### config.mk
export PLATFORM = sky130hd
export DESIGN_NAME = mem_arbiter_flat
export DESIGN_NICKNAME = d
export VERILOG_FILES = /design/src/rtl/mem_arbiter_pkg.sv /design/src/rtl/mem_arbiter_if.sv /design/src/rtl/mem_arb_pick.sv /design/src/rtl/mem_arbiter.sv /design/src/flat_wrapper.sv
export SDC_FILE = /design/constraint.sdc
export NUM_CORES = 1
export LEC_CHECK = 0
export BUFFER_PORTS_ARGS = -buffer_cell sky130_fd_sc_hd__clkbuf_2
export CAP_MARGIN = 5
export CELL_PAD_IN_SITES_DETAIL_PLACEMENT = 0
export CELL_PAD_IN_SITES_GLOBAL_PLACEMENT = 1
export CORE_AREA = 2 2 340 342
export CTS_CLUSTER_DIAMETER = 100
export DETAILED_ROUTE_END_ITERATION = 8
export DIE_AREA = 0 0 342 344
export GPL_TIMING_DRIVEN = 0
export PLACE_DENSITY = 0.41
export SLEW_MARGIN = 15
export SYNTH_ARGS = -nofsm -noshare
export SYNTH_HDL_FRONTEND = slang
export SYNTH_SLANG_ARGS = --single-unit
### constraint.sdc
create_clock -name clk -period 13.61 [get_ports clk]
set_input_delay 2.722 -clock clk [delete_from_list [all_inputs] [get_ports clk]]
set_output_delay 2.722 -clock clk [all_outputs]
set_load 0.01 [all_outputs]
### src/rtl/mem_arbiter_pkg.sv
// rtl/mem_arbiter_pkg.sv - shared types and widths for the memory-port arbiter
// Contents:
//   ADDR_BITS, LINE_BITS : default address / cache-line widths
//   mem_arb_state_e      : arbiter FSM states
//   mem_owner_e          : which cache owns the in-flight memory transaction
package mem_arbiter_pkg;

  localparam int ADDR_BITS = 32;
  localparam int LINE_BITS = 128;

  typedef enum logic [1:0] {
    ARB_IDLE,
    ARB_REQ,
    ARB_WAIT
  } mem_arb_state_e;

  typedef enum logic {
    OWNER_IC,
    OWNER_DC
  } mem_owner_e;

endpackage

### src/rtl/mem_arbiter_if.sv
// rtl/mem_arbiter_if.sv - request/response channel between a requester and a memory port
// Signals:
//   req_valid, req_write, req_addr, req_wdata : request, driven by the master
//   req_ready                                 : one-cycle accept, driven by the slave
//   resp_valid, resp_data                     : response, driven by the slave
// Modports: master (issues requests), slave (serves requests).
interface mem_arbiter_if
  import mem_arbiter_pkg::*;
#(
  parameter int ADDR_WIDTH = ADDR_BITS,
  parameter int LINE_WIDTH = LINE_BITS
);

  logic                  req_valid;
  logic                  req_write;
  logic [ADDR_WIDTH-1:0] req_addr;
  logic [LINE_WIDTH-1:0] req_wdata;
  logic                  req_ready;
  logic                  resp_valid;
  logic [LINE_WIDTH-1:0] resp_data;

  modport master (
    output req_valid, req_write, req_addr, req_wdata,
    input  req_ready, resp_valid, resp_data
  );

  modport slave (
    input  req_valid, req_write, req_addr, req_wdata,
    output req_ready, resp_valid, resp_data
  );

endinterface

### src/rtl/mem_arb_pick.sv
// rtl/mem_arb_pick.sv - combinational two-way picker between icache and dcache
// Ports:
//   ic_valid, dc_valid : pending requests
//   last_owner         : requester granted most recently (round-robin pointer)
//   winner             : selected requester
//   grant              : a request is pending, winner is meaningful
// Build option MEM_ARB_RR_EN: round-robin on ties; otherwise fixed dcache priority.
module mem_arb_pick
  import mem_arbiter_pkg::*;
(
  input  logic       ic_valid,
  input  logic       dc_valid,
  input  mem_owner_e last_owner,
  output mem_owner_e winner,
  output logic       grant
);

  assign grant = ic_valid | dc_valid;

`ifdef MEM_ARB_RR_EN
  always_comb begin
    winner = OWNER_DC;
    if (ic_valid && dc_valid) begin
      // On a tie the side not served last goes next.
      winner = (last_owner == OWNER_DC) ? OWNER_IC : OWNER_DC;
    end else if (ic_valid) begin
      winner = OWNER_IC;
    end
  end
`else
  // Fixed priority: a dcache stall freezes the whole pipeline.
  mem_owner_e unused_last_owner;
  assign unused_last_owner = last_owner;
  assign winner = dc_valid ? OWNER_DC : OWNER_IC;
`endif

endmodule

### src/rtl/mem_arbiter.sv
// rtl/mem_arbiter.sv - shares the single main-memory port between icache and dcache
// Ports:
//   clk   : clock, rising edge
//   reset : asynchronous, active-high
//   ic    : icache line-read channel (slave); write/wdata of this channel are not used
//   dc    : dcache fill / write-back channel (slave)
//   mem   : main-memory channel (master)
// One transaction outstanding at a time; the response is routed to the owner
// one cycle after the memory response and is 0 on the other side.
// Build option MEM_ARB_RR_EN: round-robin tie-break instead of fixed dcache priority.
module mem_arbiter
  import mem_arbiter_pkg::*;
#(
  parameter int ADDR_WIDTH = ADDR_BITS,
  parameter int LINE_WIDTH = LINE_BITS
) (
  input logic          clk,
  input logic          reset,
  mem_arbiter_if.slave  ic,
  mem_arbiter_if.slave  dc,
  mem_arbiter_if.master mem
);

  mem_arb_state_e        state_q, state_d;
  mem_owner_e            owner_q;
  mem_owner_e            last_owner;
  mem_owner_e            winner;
  logic                  grant;
  logic                  write_q;
  logic [ADDR_WIDTH-1:0] addr_q;
  logic [LINE_WIDTH-1:0] wdata_q;
  logic                  ic_resp_q, dc_resp_q;
  logic [LINE_WIDTH-1:0] resp_data_q;
  logic                  take_grant;
  logic                  take_resp;

  mem_arb_pick u_pick (
    .ic_valid   (ic.req_valid),
    .dc_valid   (dc.req_valid),
    .last_owner (last_owner),
    .winner     (winner),
    .grant      (grant)
  );

  assign take_grant = (state_q == ARB_IDLE) && grant;
  // Responses outside ARB_WAIT are spurious and dropped.
  assign take_resp  = (state_q == ARB_WAIT) && mem.resp_valid;

  // State register
  always_ff @(posedge clk or posedge reset) begin
    if (reset) state_q <= ARB_IDLE;
    else       state_q <= state_d;
  end

  // Next-state logic
  always_comb begin
    state_d = state_q;
    case (state_q)
      ARB_IDLE: if (grant)          state_d = ARB_REQ;
      ARB_REQ:  if (mem.req_ready)  state_d = ARB_WAIT;
      ARB_WAIT: if (mem.resp_valid) state_d = ARB_IDLE;
      default:                      state_d = ARB_IDLE;
    endcase
  end

  // Outputs
  always_comb begin
    ic.req_ready  = take_grant && (winner == OWNER_IC);
    dc.req_ready  = take_grant && (winner == OWNER_DC);
    mem.req_valid = (state_q == ARB_REQ);
    mem.req_write = write_q;
    mem.req_addr  = addr_q;
    mem.req_wdata = wdata_q;
    ic.resp_valid = ic_resp_q;
    dc.resp_valid = dc_resp_q;
    ic.resp_data  = ic_resp_q ? resp_data_q : '0;
    dc.resp_data  = dc_resp_q ? resp_data_q : '0;
  end

  // Request latch and registered response
  always_ff @(posedge clk or posedge reset) begin
    if (reset) begin
      owner_q     <= OWNER_IC;
      write_q     <= 1'b0;
      addr_q      <= '0;
      wdata_q     <= '0;
      ic_resp_q   <= 1'b0;
      dc_resp_q   <= 1'b0;
      resp_data_q <= '0;
    end else begin
      if (take_grant) begin
        owner_q <= winner;
        if (winner == OWNER_DC) begin
          write_q <= dc.req_write;
          addr_q  <= dc.req_addr;
          wdata_q <= dc.req_wdata;
        end else begin
          write_q <= 1'b0;
          addr_q  <= ic.req_addr;
          wdata_q <= '0;
        end
      end
      ic_resp_q <= take_resp && (owner_q == OWNER_IC);
      dc_resp_q <= take_resp && (owner_q == OWNER_DC);
      if (take_resp) begin
        // A write ack carries no data.
        resp_data_q <= write_q ? '0 : mem.resp_data;
      end
    end
  end

`ifdef MEM_ARB_RR_EN
  // Round-robin pointer: reset to icache-last so the first tie goes to dcache.
  mem_owner_e last_owner_q;
  always_ff @(posedge clk or posedge reset) begin
    if (reset)           last_owner_q <= OWNER_IC;
    else if (take_grant) last_owner_q <= winner;
  end
  assign last_owner = last_owner_q;
`else
  assign last_owner = OWNER_IC;
`endif

endmodule

### src/flat_wrapper.sv
// flat-port wrapper written by rule: the top's interface ports become plain ports
module mem_arbiter_flat import mem_arbiter_pkg::*;
#(
  parameter int ADDR_WIDTH = ADDR_BITS,
  parameter int LINE_WIDTH = LINE_BITS
)
  (clk, reset, ic_req_valid, ic_req_write, ic_req_addr, ic_req_wdata, ic_req_ready, ic_resp_valid, ic_resp_data, dc_req_valid, dc_req_write, dc_req_addr, dc_req_wdata, dc_req_ready, dc_resp_valid, dc_resp_data, mem_req_valid, mem_req_write, mem_req_addr, mem_req_wdata, mem_req_ready, mem_resp_valid, mem_resp_data);
  mem_arbiter_if #(.ADDR_WIDTH(ADDR_WIDTH), .LINE_WIDTH(LINE_WIDTH)) ic_i ();
  mem_arbiter_if #(.ADDR_WIDTH(ADDR_WIDTH), .LINE_WIDTH(LINE_WIDTH)) dc_i ();
  mem_arbiter_if #(.ADDR_WIDTH(ADDR_WIDTH), .LINE_WIDTH(LINE_WIDTH)) mem_i ();
  input logic clk;
  input logic reset;
  input wire logic [$bits(ic_i.req_valid)-1:0] ic_req_valid;
  input wire logic [$bits(ic_i.req_write)-1:0] ic_req_write;
  input wire logic [$bits(ic_i.req_addr)-1:0] ic_req_addr;
  input wire logic [$bits(ic_i.req_wdata)-1:0] ic_req_wdata;
  output wire logic [$bits(ic_i.req_ready)-1:0] ic_req_ready;
  output wire logic [$bits(ic_i.resp_valid)-1:0] ic_resp_valid;
  output wire logic [$bits(ic_i.resp_data)-1:0] ic_resp_data;
  input wire logic [$bits(dc_i.req_valid)-1:0] dc_req_valid;
  input wire logic [$bits(dc_i.req_write)-1:0] dc_req_write;
  input wire logic [$bits(dc_i.req_addr)-1:0] dc_req_addr;
  input wire logic [$bits(dc_i.req_wdata)-1:0] dc_req_wdata;
  output wire logic [$bits(dc_i.req_ready)-1:0] dc_req_ready;
  output wire logic [$bits(dc_i.resp_valid)-1:0] dc_resp_valid;
  output wire logic [$bits(dc_i.resp_data)-1:0] dc_resp_data;
  output wire logic [$bits(mem_i.req_valid)-1:0] mem_req_valid;
  output wire logic [$bits(mem_i.req_write)-1:0] mem_req_write;
  output wire logic [$bits(mem_i.req_addr)-1:0] mem_req_addr;
  output wire logic [$bits(mem_i.req_wdata)-1:0] mem_req_wdata;
  input wire logic [$bits(mem_i.req_ready)-1:0] mem_req_ready;
  input wire logic [$bits(mem_i.resp_valid)-1:0] mem_resp_valid;
  input wire logic [$bits(mem_i.resp_data)-1:0] mem_resp_data;
  assign ic_i.req_valid = ic_req_valid;
  assign ic_i.req_write = ic_req_write;
  assign ic_i.req_addr = ic_req_addr;
  assign ic_i.req_wdata = ic_req_wdata;
  assign ic_req_ready = ic_i.req_ready;
  assign ic_resp_valid = ic_i.resp_valid;
  assign ic_resp_data = ic_i.resp_data;
  assign dc_i.req_valid = dc_req_valid;
  assign dc_i.req_write = dc_req_write;
  assign dc_i.req_addr = dc_req_addr;
  assign dc_i.req_wdata = dc_req_wdata;
  assign dc_req_ready = dc_i.req_ready;
  assign dc_resp_valid = dc_i.resp_valid;
  assign dc_resp_data = dc_i.resp_data;
  assign mem_req_valid = mem_i.req_valid;
  assign mem_req_write = mem_i.req_write;
  assign mem_req_addr = mem_i.req_addr;
  assign mem_req_wdata = mem_i.req_wdata;
  assign mem_i.req_ready = mem_req_ready;
  assign mem_i.resp_valid = mem_resp_valid;
  assign mem_i.resp_data = mem_resp_data;
  mem_arbiter #(.ADDR_WIDTH(ADDR_WIDTH), .LINE_WIDTH(LINE_WIDTH)) u_core (.clk(clk), .reset(reset), .ic(ic_i), .dc(dc_i), .mem(mem_i));
endmodule
## Word level (Yosys, flattened, before mapping)

Index checks and enable logic that the tools add are counted.

| storage, ports and cells | value |
|---|---|
| bits in registers | 294 |
| input port bits | 456 |
| logic and storage cells | 35 |

| operators by class | value |
|---|---|
| eq/ne operators | 5 |
| multiplexer cells | 11 |
| bitwise logic cells | 3 |
| reductions and logical operators | 8 |

Operator list:

| operator | count |
|---|---|
| $mux 128 | 4 |
| $mux 32 | 1 |
| $logic_and 1x1->1 | 6 |
| $mux 2 | 3 |
| $pmux 2 s3 | 1 |
| $ne 2x1->1 const B | 2 |
| $reduce_and 3->1 | 1 |
| $eq 2x1->1 const B | 1 |
| $eq 2x2->1 const B | 1 |
| $logic_not 2->1 | 1 |
| $mux 1 | 2 |
| $ne 2x2->1 const B | 1 |
| $not 1->1 | 2 |
| $or 1x1->1 | 1 |

## Depth between registers and ports, before layout

Gate-level depths: netlist of the first run.

| depth | value |
|---|---|
| word-level depth | 3 |
| gate-level depth with buffers | 6 |

## Cells and area by module

A second synthesis of the first run with hierarchy kept.

| unflattened totals | value |
|---|---|
| cells, all modules | 1367 |
| area total of the unflattened synthesis | 15168.3 um^2 |

By module, submodules not included:

| module | times used | cells an instance | area an instance (um^2) |
|---|---|---|---|
| mem_arbiter | 1 | 1365 | 15154.5 |
| mem_arb_pick | 1 | 2 | 13.8 |

## Worst setup path before layout of the first run

OpenSTA, ideal clock, no wires.

| timing path | value |
|---|---|
| path type | input to output |
| start point | input dc_req_valid |
| end point | output ic_req_ready |
| data arrival time | 3784 ps |
| data required time | 10888 ps |
| setup slack | 7104 ps |
| stages | 6 |
| buffers on the path | 3 |
| cells stage by stage | clkbuf_1 -> nor2_1 -> or2_1 -> buf_2 -> buf_2 -> nor2_1 |

| between the ends | value |
|---|---|
| longest elaborated chain between the ends | 3 |

Ends and longest elaborated chain:

| item | RTL line | text |
|---|---|---|
| start, declared | flat_wrapper.sv:20 | `input wire logic [$bits(dc_i.req_valid)-1:0] dc_req_valid;` |
| $or 1x1->1 or $mux 1 (tied branches) | mem_arb_pick.sv:18, mem_arb_pick.sv:34 |  |
| $logic_and 1x1->1 or $not 1->1 (tied branches) | mem_arbiter.sv:45, mem_arbiter.sv:68 |  |
| $logic_and 1x1->1 * | mem_arbiter.sv:68 | `ic.req_ready = take_grant && (winner == OWNER_IC);` |
| end, declared | flat_wrapper.sv:17 | `output wire logic [$bits(ic_i.req_ready)-1:0] ic_req_ready;` |

Mark *: on every way between the ends. The rest lies on a longest branch, timed or not.

## Worst setup path after layout of the first run

| timing path | value |
|---|---|
| start point | input dc_req_valid |
| end point | output dc_req_ready |

| between the ends | value |
|---|---|
| longest elaborated chain between the ends | 3 |

Ends and longest elaborated chain:

| item | RTL line | text |
|---|---|---|
| $or 1x1->1 | mem_arb_pick.sv:18 | `assign grant = ic_valid \| dc_valid;` |
| $logic_and 1x1->1 | mem_arbiter.sv:45 | `assign take_grant = (state_q == ARB_IDLE) && grant;` |
| $logic_and 1x1->1 * | mem_arbiter.sv:69 | `dc.req_ready = take_grant && (winner == OWNER_DC);` |
| end, declared | flat_wrapper.sv:24 | `output wire logic [$bits(dc_i.req_ready)-1:0] dc_req_ready;` |

Marks and branches as above.

==> run metrics, run 1 <==
placed cells=3523; xor-xnor portion of the synthesized cell area=0%; critical hold path startpoint=u_core.resp_data_q[44]; Post-Syn Area per Cell=10.47 um2; WS Path Type=in -> out; Synth Cell Area=between 0.01 and 0.015 mm2; hold_ws=0.4901 ns; clk_skew=approximately 0.022 ns; CP max-delay cell=clkbuf_1; chip width=342 um; FF+latch count, synth=between 200 and 300; Seq/Total Area, Yosys=55.73%; Max Buffers Root-to-Sink=3; non-filler instance count after layout=3600; Top cell by count, worst path=clkbuf_1; core area=~0.11 mm2; most common cell after layout, fill and taps aside=clkbuf_2; cell-internal power=2.666 mW; Nets=around 2500; layout cells sized above 1=41.06%; htree depth=2; DRC viols=0; fmax=136.5 MHz; final-report hold violation count=0; Pwr Density=approximately 220 mW/mm2; RSZ-0062 raised after global routing=false; cell area after layout=0.02034 mm2; Sw Ratio=40.10%; WP data required=10.89 ns; Rows=124; yosys warns=0; Placement Cell Area=0.01892 mm2; gpl congestion=0.8213; Compound-Gate Fraction of Synth Area=~16%; Psw=1.785 mW; Final Cycle Share=53.82%; critical path cell sequence=clkbuf_1 > inv_1 > nor2_2 > clkbuf_1 > clkbuf_2; Synth-to-Final Area Change=54.10%; register share of total power=roughly 38%; most frequent cells in the layout=750 x clkbuf_2, 294 x dfrtp_1, 256 x and2_1; CTS Buf Count=41; I/O pins=878; final wirelength=74730 um; main combinational cell family by area after synthesis=simple AND/OR/NAND/NOR gates; RR Startpoint=u_core.state_q[1]; Mapped Nets=1717; DRT Pass-1 Iters=6; Synth Area in Adders=0%; clk sinks=294; flop2flop setup slack=around 11 ns; Slew HR=25.65%; number of I/O port buffers=between 700 and 800; fillers=12980; Leakage Power=10.22 nW; Unique masters post-synth=19; Root Driver=clkbuf_16; wire per inst=approximately 21 um; Overall Power=about 4.5 mW; die area=around 0.12 mm2; Mapped Cells=1261; Reg2Reg Depth=6; Tightest Pin Transition=approximately 1.1 ns; CTS tree=yes; crit path time final=7.325 ns; total number of vias=~13000; status=completed; Setup Fix Bufs, Post-CTS=0; R2R Path End=u_core.resp_data_q[120]; Comb power frac=about 37%; critical path launch point type=input port; Critical Path End Type=output port; First DRT Iteration DRCs=380; Tot GR Track Use=12.17%; detailed placement HPWL=about 60000 um; hold_buf cts=0; Hold EP=u_core.resp_data_q[44]; Max Cap Viol=0; number of gates resized after cts=0; worst hold stages=2; Synth Area in Simple Gates=24.40%; final setup violation count=0; worst min path class=reg -> reg; clock share of power=25.8%; CP arrival=4.60 ns; total grt overflow=0; antenna-violating nets left=0; initial antenna violation count=15; first-pass GRT wire length=between 100000 and 150000 um; die height=344 um; worst-path fanout max=10; initial core utilization=11.59%; Clk Latency, worst-skew pair=~0.6 ns; Worst-path clk slew=0.05 ns; Max Transition Viols Final=0; Crit path largest cell delay=approximately 0.7 ns; Peak supply drop=0.08132 mV; mux contribution to synthesized area=0%; vias per cell=3.564; largest net degree at the start of global routing=93; vias in the first global route=approximately 14000
[per-layer routing]
metal  vias to the layer above  wire length, um  global-route usage, %
met5                         -               51                      0
met4                         8             1639                  3.116
met3                        94             7676                  4.999
met2                       600            34720                  20.24
met1                      6246            30640                  14.48
li1                       5884                -                      -
[area by class of cell]
class / instances / area (um2) / area share [%]
Multi-Input combinational cell: 847 / 5329 / 26.20
Antenna cell: 1 / 2.502 / 0.01230
Inverter: 4 / 22.52 / 0.1107
Clock buffer: 53 / 1141 / 5.610
Tap cell: 1512 / 1892 / 9.300
Sequential cell: 294 / 7357 / 36.17
Buffer: 116 / 503.0 / 2.473
Timing Repair Buffer: 750 / 3821 / 18.78
Clock inverter: 23 / 274.0 / 1.347
[registers in the layout, indices dropped and copies added, names as in the netlist]
signal and flops:
u_core.mem.req_wdata 128, u_core.resp_data_q 128, u_core.mem.req_addr 32, u_core.state_q 2, u_core.dc.resp_valid 1, u_core.ic.resp_valid 1, u_core.mem.req_write 1, u_core.owner_q 1
[logic make-up after synthesis]
group | Yosys count
AND/OR/NAND/NOR | 555
flip-flops | 294
AO/OA/AOI/OAI | 292
buffers and inverters | 120
[how the worst max path moves through the flow]
stage / start / endpoint / slack (ns) / cells past startpoint
finish: dc_req_valid / dc_req_ready / 6.29 / 5
CTS: dc_req_valid / ic_req_ready / 6.14 / 7
detailed placement: dc_req_valid / dc_req_ready / 6.15 / 5
global route: dc_req_valid / ic_req_ready / 6.09 / 7
global placement: reset / u_core.resp_data_q[14] / -1.70 / 2
floorplan: reset / u_core.dc.resp_valid / 2.77 / 1
[power by group through the flow]
stage	combinational, mW	sequential (mW)	clock, mW
CTS	1.70	1.68	1.20
global route	1.82	1.73	1.23
detailed placement	1.70	1.68	0
floorplan	0.774	1.65	0
global placement	1.68	1.67	0
finish	1.64	1.67	1.15
[synthesized netlist by cell type, drive strengths merged]
master	number	area, um2
a221o	32	320.3
inv	4	15.01
nand2	129	484.2
nor2	5	21.27
nand2b	130	813.3
a21o	1	7.510
clkbuf	83	311.6
buf	33	187.7
nand3b	1	7.510
and2	256	1602
nor4b	32	280.3
dfrtp	294	7357
o21ai	130	650.6
a22o	129	1130
or2	2	12.52
[metrics by stage]
stage | setup WS, ns | TNS [ns] | util (%)
floorplan | 2.769 | 0 | -
global placement | -1.701 | -472.45 | 16.54
detailed placement | 6.152 | 0 | 16.62
CTS | 6.137 | 0 | 17.86
global route | 6.094 | 0 | 17.86
finish | 6.285 | 0 | 17.86
[critical path: cells and delay by family]
kind | cells | cell delay (ns)
AND/OR/NAND/NOR | 1 | 0.53
buffers and inverters | 4 | 1.34
Note: power is estimated with default switching activity, not from simulation.
==> run 2, diff against run 1 <==
==> constraint.sdc (replaced) <==
create_clock -name clk -period 7.5 [get_ports clk]
set_input_delay 1.5 -clock clk [delete_from_list [all_inputs] [get_ports clk]]
set_output_delay 1.5 -clock clk [all_outputs]
set_load 0.01 [all_outputs]
==> run metrics, run 2 (same netlist as run 1, synthesis figures left out) <==
Clk Latency, worst-skew pair=0.58 ns (was 0.60 ns); first-pass GRT wire length=103500 um (was 103200 um); RSZ-0062 raised after global routing=false (unchanged); final wirelength=75030 um (was 74730 um); fillers=12890 (was 12980); Max Cap Viol=0 (unchanged); Synth-to-Final Area Change=54.38% (was 54.10%); worst min path class=reg -> reg (unchanged); Tightest Pin Transition=1.130 ns (was 1.115 ns); non-filler instance count after layout=3605 (was 3600); Leakage Power=10.22 nW (about the same); Overall Power=8.010 mW (was 4.450 mW); worst hold stages=2 (unchanged); Root Driver=clkbuf_16 (unchanged); Worst-path clk slew=0.05 ns (about the same); final setup violation count=0 (unchanged); total number of vias=12820 (was 12830); vias per cell=3.555 (was 3.564); number of gates resized after cts=0 (unchanged); Critical Path End Type=output port (unchanged); largest net degree at the start of global routing=38 (was 93); Tot GR Track Use=12.23% (was 12.17%); number of I/O port buffers=747 (unchanged); wire per inst=20.81 um (was 20.76 um); detailed placement HPWL=62730 um (was 61240 um); chip width=342 um (unchanged); Sw Ratio=40.10% (about the same); I/O pins=878 (unchanged); die height=344 um (unchanged); Sequential Area=0.007357 mm2 (unchanged); total grt overflow=0 (unchanged); antenna-violating nets left=0 (unchanged); met1 Usage GRT=14.39% (was 14.48%); critical hold path startpoint=u_core.resp_data_q[103] (was u_core.resp_data_q[44]); Max Transition Viols Final=0 (unchanged); M3 GR Usage=4.955% (was 4.999%); initial core utilization=11.59% (unchanged); Final Cycle Share=62.27%; WS Path Type=in -> out (unchanged); cell-internal power=4.798 mW (was 2.666 mW); gpl congestion=0.8259 (was 0.8213); layout cells sized above 1=40.76% (was 41.06%); final setup TNS=0 ns (unchanged); status=completed (unchanged); worst-path fanout max=10 (unchanged); htree depth=2 (unchanged); clk_skew=0.02356 ns (was 0.02247 ns); WP data required=6.00 ns (was 10.89 ns); DRT Pass-1 Iters=4 (was 6); Top Usage Layer GRT=met2 (unchanged); met2 Usage GRT=20.45% (was 20.24%); clock share of power=24.8% (was 25.8%); Rows=124 (unchanged); area of the multi-input gates=0.005329 mm2 (unchanged); CP arrival=3.17 ns (was 4.60 ns); CTS tree=yes (unchanged); clk sinks=294 (unchanged); Setup Fix Bufs, Post-CTS=0 (unchanged); die area=0.1176 mm2 (unchanged); Peak supply drop=0.1780 mV (was 0.08132 mV); flop2flop setup slack=4.63 ns (was 10.97 ns); cell area after layout=0.02038 mm2 (was 0.02034 mm2); First DRT Iteration DRCs=422 (was 380); initial antenna violation count=21 (was 15); Reg2Reg Depth=6 (unchanged); CTS Buf Count=40 (was 41); Comb power frac=37.2% (was 36.8%); Psw=3.212 mW (was 1.785 mW); fmax=214.1 MHz; most common cell after layout, fill and taps aside=clkbuf_2 (unchanged); R2R Path End=u_core.resp_data_q[117] (was u_core.resp_data_q[120]); vias in the first global route=13690 (was 13670); register share of total power=38.0% (was 37.5%); Slew HR=24.64% (was 25.65%); RR Startpoint=u_core.state_q[1] (unchanged); Nets=2516 (was 2510); Pwr Density=393.1 mW/mm2 (was 218.8 mW/mm2); hold_buf cts=0 (unchanged); critical path launch point type=input port (unchanged); placed cells=3530 (was 3523); most frequent cells in the layout=751 x clkbuf_2, 294 x dfrtp_1, 256 x and2_1 (was 750 x clkbuf_2, 294 x dfrtp_1, 256 x and2_1); Placement Cell Area=0.01904 mm2 (was 0.01892 mm2); DRC viols=0 (unchanged); crit path time final=4.670 ns; final-report hold violation count=0 (unchanged); Hold EP=u_core.resp_data_q[103] (was u_core.resp_data_q[44]); Max Buffers Root-to-Sink=3 (unchanged); core area=0.1139 mm2 (unchanged)
[run 2: changes by cell type in the layout (fill, tap and decap cells not counted), sizes merged]
cell      delta
buf          +7
clkinv       -7
clkbuf       +5
diode        +4
clkinvlp     -2
inv          -2
[run 2: stage by stage]
| stage | hold slack (ns) | setup WS, ns | utilization (%) |
|---|---|---|---|
| after floorplan | 0.4263 | 2.097 | - |
| after global placement | 0.4743 | -0.2870 | 16.54 |
| after detailed placement | 0.4880 | 2.682 | 16.72 |
| after CTS | 0.4981 | 2.678 | 17.88 |
| after global routing | 0.5178 | 2.555 | 17.89 |
| final | 0.4957 | 2.830 | 17.89 |
[run 2: routing by layer]
metal / wire, um / vias to the layer above
met5: 122 / -
met4: 1898 / 20
met2: 35030 / 578
li1: - / 5909
met3: 7281 / 100
met1: 30700 / 6209
[run 2: power by group through the flow]
stage / Clock (mW) / Combinational (mW) / Sequential (mW)
after floorplan: 0 / 1.40 / 2.99
final: 1.99 / 2.98 / 3.05
after CTS: 2.08 / 3.11 / 3.07
after global placement: 0 / 3.07 / 3.06
after global routing: 2.13 / 3.33 / 3.17
after detailed placement: 0 / 3.11 / 3.07
[run 2: final cells by class]
cell class | instances | area share (%)
Antenna cell | 5 | 0.06140
Multi-Input combinational cell | 847 | 26.15
Inverter | 4 | 0.09210
Clock inverter | 12 | 1.019
Tap cell | 1512 | 9.283
Sequential cell | 294 | 36.10
Timing Repair Buffer | 757 | 19.33
Buffer | 116 | 2.474
Clock buffer | 58 | 5.489
[run 2: worst max-delay path: stages]
cell and delay [ns]:
clkbuf_1 0.27, inv_1 0.09, nor2_2 0.56, clkbuf_1 0.47
clkbuf_2 0.27
[run 2: worst max path at each step]
stage / to / depth (start not counted) / from / slack, ns
2_1_floorplan: u_core.dc.resp_valid / 1 / reset / 2.10
3_3_place_gp: u_core.mem.req_wdata[118] / 2 / reset / -0.29
3_5_place_dp: dc_req_ready / 5 / dc_req_valid / 2.68
4_1_cts: dc_req_ready / 5 / dc_req_valid / 2.68
5_1_grt: dc_req_ready / 5 / dc_req_valid / 2.55
6_report: dc_req_ready / 5 / dc_req_valid / 2.83
==> run 3, diff against run 2 <==
--- a/config.mk
+++ b/config.mk
@@ -5,16 +5,17 @@
 export SDC_FILE = /design/constraint.sdc
 export NUM_CORES = 1
 export LEC_CHECK = 0
+export ABC_AREA = 1
 export BUFFER_PORTS_ARGS = -buffer_cell sky130_fd_sc_hd__clkbuf_2
 export CAP_MARGIN = 5
 export CELL_PAD_IN_SITES_DETAIL_PLACEMENT = 0
 export CELL_PAD_IN_SITES_GLOBAL_PLACEMENT = 1
-export CORE_AREA = 2 2 340 342
+export CORE_AREA = 2 2 345 347
 export CTS_CLUSTER_DIAMETER = 100
 export DETAILED_ROUTE_END_ITERATION = 8
-export DIE_AREA = 0 0 342 344
+export DIE_AREA = 0 0 347 349
 export GPL_TIMING_DRIVEN = 0
-export PLACE_DENSITY = 0.41
+export PLACE_DENSITY = 0.46
 export SLEW_MARGIN = 15
 export SYNTH_ARGS = -nofsm -noshare
 export SYNTH_HDL_FRONTEND = slang
==> constraint.sdc (replaced) <==
create_clock -name clk -period 4 [get_ports clk]
set_input_delay 0.8 -clock clk [delete_from_list [all_inputs] [get_ports clk]]
set_output_delay 0.8 -clock clk [all_outputs]
set_load 0.01 [all_outputs]
==> run metrics, run 3 <==
critical path launch point type=flip-flop (was input port); crit path time final=3.660 ns; FF+latch count, synth=294 (unchanged); Clk Latency, worst-skew pair=0.58 ns (about the same); Worst-path clk slew=0.06 ns (was 0.05 ns); Setup crit end=ic_resp_data[107] (was dc_req_ready); final-report hold violation count=0 (unchanged); Setup Fix Bufs, Post-CTS=0 (unchanged); status=completed (unchanged); count leader, synth=nand2_1 (was dfrtp_1); critical path cell sequence=clkbuf_1 > clkbuf_2 > nand2_1 > inv_1 > clkbuf_2 (was clkbuf_1 > inv_1 > nor2_2 > clkbuf_1 > clkbuf_2); yosys warns=0 (unchanged); number of I/O port buffers=748 (was 747); total grt overflow=0 (unchanged); clk_skew=0.01607 ns (was 0.02356 ns); initial core utilization=12.72% (was 11.59%); WP data required=3.20 ns (was 6.00 ns); main flop type after synthesis=dfrtp_1 (unchanged); DRT Pass-1 Iters=5 (was 4); Root Driver=clkbuf_16 (unchanged); Synth Cell Area=0.01494 mm2 (was 0.01320 mm2); vias in the first global route=16960 (was 13690); gpl congestion=0.7762 (was 0.8259); Pwr Density=650.6 mW/mm2 (was 393.1 mW/mm2); chip width=347 um (was 342 um); die height=349 um (was 344 um); vias per cell=3.563 (was 3.555); Critical Path End Type=output port (unchanged); Tot GR Track Use=13.48% (was 12.23%); worst-path fanout max=10 (unchanged); top cell types by occurrence after synthesis=969 x nand2_1, 392 x inv_1, 294 x dfrtp_1 (was 294 x dfrtp_1, 256 x and2_1, 130 x nand2b_1, 130 x o21ai_0); post-synth top area cell=dfrtp_1 (unchanged); Max Buffers Root-to-Sink=3 (unchanged); most common cell after layout, fill and taps aside=nand2_1 (was clkbuf_2); Post-synth EDFFs=0 (unchanged); htree depth=2 (unchanged); antenna-violating nets left=0 (unchanged); CP max-delay cell=clkbuf_1 (was nor2_2); most frequent cells in the layout=969 x nand2_1, 752 x clkbuf_2, 391 x inv_1 (was 751 x clkbuf_2, 294 x dfrtp_1, 256 x and2_1); detailed placement HPWL=68050 um (was 62730 um); flop2flop setup slack=2.10 ns (was 4.63 ns); Nets=3452 (was 2516); Reg2Reg Depth=5 (was 6); total number of vias=16290 (was 12820); CTS Buf Count=43 (was 40); Final Cycle Share=91.51%; Mapped Nets=2648 (was 1717); hold_ws=0.1432 ns (was 0.4957 ns); placed cells=4487 (was 3530); RR Startpoint=u_core.mem.req_write (was u_core.state_q[1]); Rows=126 (was 124); largest net degree at the start of global routing=32 (was 38); Top cell by count, worst path=clkbuf_2 (was clkbuf_1); die area=0.1211 mm2 (was 0.1176 mm2); I/O pins=878 (unchanged); Mapped Cells=2192 (was 1261); Tightest Pin Transition=1.082 ns (was 1.130 ns); top cells by area, synth=dfrtp_1 49%, nand2_1 24%, inv_1 9.8% (was dfrtp_1 56%, and2_1 12%, a22o_1 8.6%); hold_buf cts=0 (unchanged); fin util=19.00% (was 17.89%); WS Path Type=reg -> out (was in -> out); core area=0.1175 mm2 (was 0.1139 mm2); CTS tree=yes (unchanged); Leakage Power=14.66 nW (was 10.22 nW); DRC viols=0 (unchanged); CP arrival=2.86 ns (was 3.17 ns); Post-Syn Area per Cell=6.816 um2 (was 10.47 um2); initial antenna violation count=26 (was 21); first-pass GRT wire length=119700 um (was 103500 um); Yosys top cell area share=49.24% (was 55.73%); fmax=273.2 MHz; Slew HR=27.88% (was 24.64%); layout cells sized above 1=30.17% (was 40.76%); crit path launch=u_core.ic.resp_valid (was dc_req_valid); non-filler instance count after layout=4573 (was 3605); Crit path largest cell delay=0.81 ns (was 0.56 ns); clk sinks=294 (unchanged); final wirelength=83220 um (was 75030 um); Unique masters post-synth=14 (was 19); Seq/Total Area, Yosys=49.24% (was 55.73%); Peak supply drop=0.2748 mV (was 0.1780 mV); final setup violation count=0 (unchanged); Synth-to-Final Area Change=49.34% (was 54.38%); Placement Cell Area=0.02083 mm2 (was 0.01904 mm2); Max Cap Viol=0 (unchanged); fraction of registers with async set/reset=100.0% (unchanged); RSZ-0062 raised after global routing=false (unchanged); R2R Path End=u_core.resp_data_q[8] (was u_core.resp_data_q[117]); number of gates resized after cts=1 (was 0); wire per inst=18.20 um (was 20.81 um); cell area after layout=0.02231 mm2 (was 0.02038 mm2); First DRT Iteration DRCs=628 (was 422); Max Transition Viols Final=0 (unchanged); worst min path class=in -> async (was reg -> reg)
## run 3: changes by cell type after synthesis, moves of 32 or more
cell,previous run,this run
a22o_1,129,0
nand2_1,129,969
nand2b_1,130,0
nand3_1,0,258
a221o_1,32,0
nor2_1,4,132
inv_1,4,392
and2_1,256,0
nor4b_1,32,0
o21ai_0,130,2
## run 3: cell type report
class	count	area [um2]
Fill cell	13760	95140
Antenna cell	8	20.02
Timing Repair Buffer	759	3964
Inverter	394	1483
Multi-Input combinational cell	1365	5474
Tap cell	1536	1922
Buffer	139	635.6
Clock inverter	19	160.2
Sequential cell	294	7357
Clock buffer	59	1297
## run 3: worst max-delay path, delay by kind of cell (launching register included)
family,cells,cell delay [ns]
buffers and inverters,4,1.78
and+or+nand+nor,1,0.10
DFF,1,0.36
## run 3: worst min path at each step
stage / start / end / slack (ns) / depth (start not counted)
2_1_floorplan: u_core.owner_q / u_core.ic.resp_valid / 0.43 / 1
3_3_place_gp: u_core.mem.req_wdata[34] / u_core.mem.req_wdata[34] / 0.45 / 2
3_5_place_dp: u_core.mem.req_wdata[64] / u_core.mem.req_wdata[64] / 0.46 / 2
4_1_cts: reset / u_core.mem.req_wdata[69] / 0.08 / 2
5_1_grt: reset / u_core.mem.req_wdata[72] / 0.10 / 2
6_report: reset / u_core.mem.req_wdata[72] / 0.14 / 2
## run 3: cells by family after synthesis
group,share of synthesized area (%)
AOI/OAI and AO/OA,0.06700
buffers and inverters,14.12
DFF,49.24
and+or+nand+nor,36.57
## run 3: metal layers
| metal | track usage, % | part of all wire, % | vias to the layer above |
|---|---|---|---|
| li1 | - | - | 8013 |
| met1 | 16.02 | 42 | 7502 |
| met2 | 22.45 | 46 | 633 |
| met3 | 5.472 | 9.3 | 119 |
| met4 | 3.425 | 2.4 | 26 |
| met5 | 0 | 0.21 | - |
## run 3: power breakdown
| group | internal [mW] | total (mW) | switching, mW |
|---|---|---|---|
| Clock | 2.34 | 3.96 | 1.62 |
| Combinational | 1.71 | 5.21 | 3.50 |
| Sequential | 4.23 | 5.35 | 1.12 |
| Total | 8.28 | 14.5 | 6.24 |
## run 3: through the flow
stage / total power [mW] / setup TNS (ns) / setup slack (ns)
floorplan: 7.859 / -206.72 / -0.7031
CTS: 14.97 / 0 / 0.09901
global placement: 10.80 / -1065.53 / -3.703
finish: 14.52 / 0 / 0.3395
global route: 15.75 / 0 / 0.08182
detailed placement: 10.85 / 0 / 0.6857
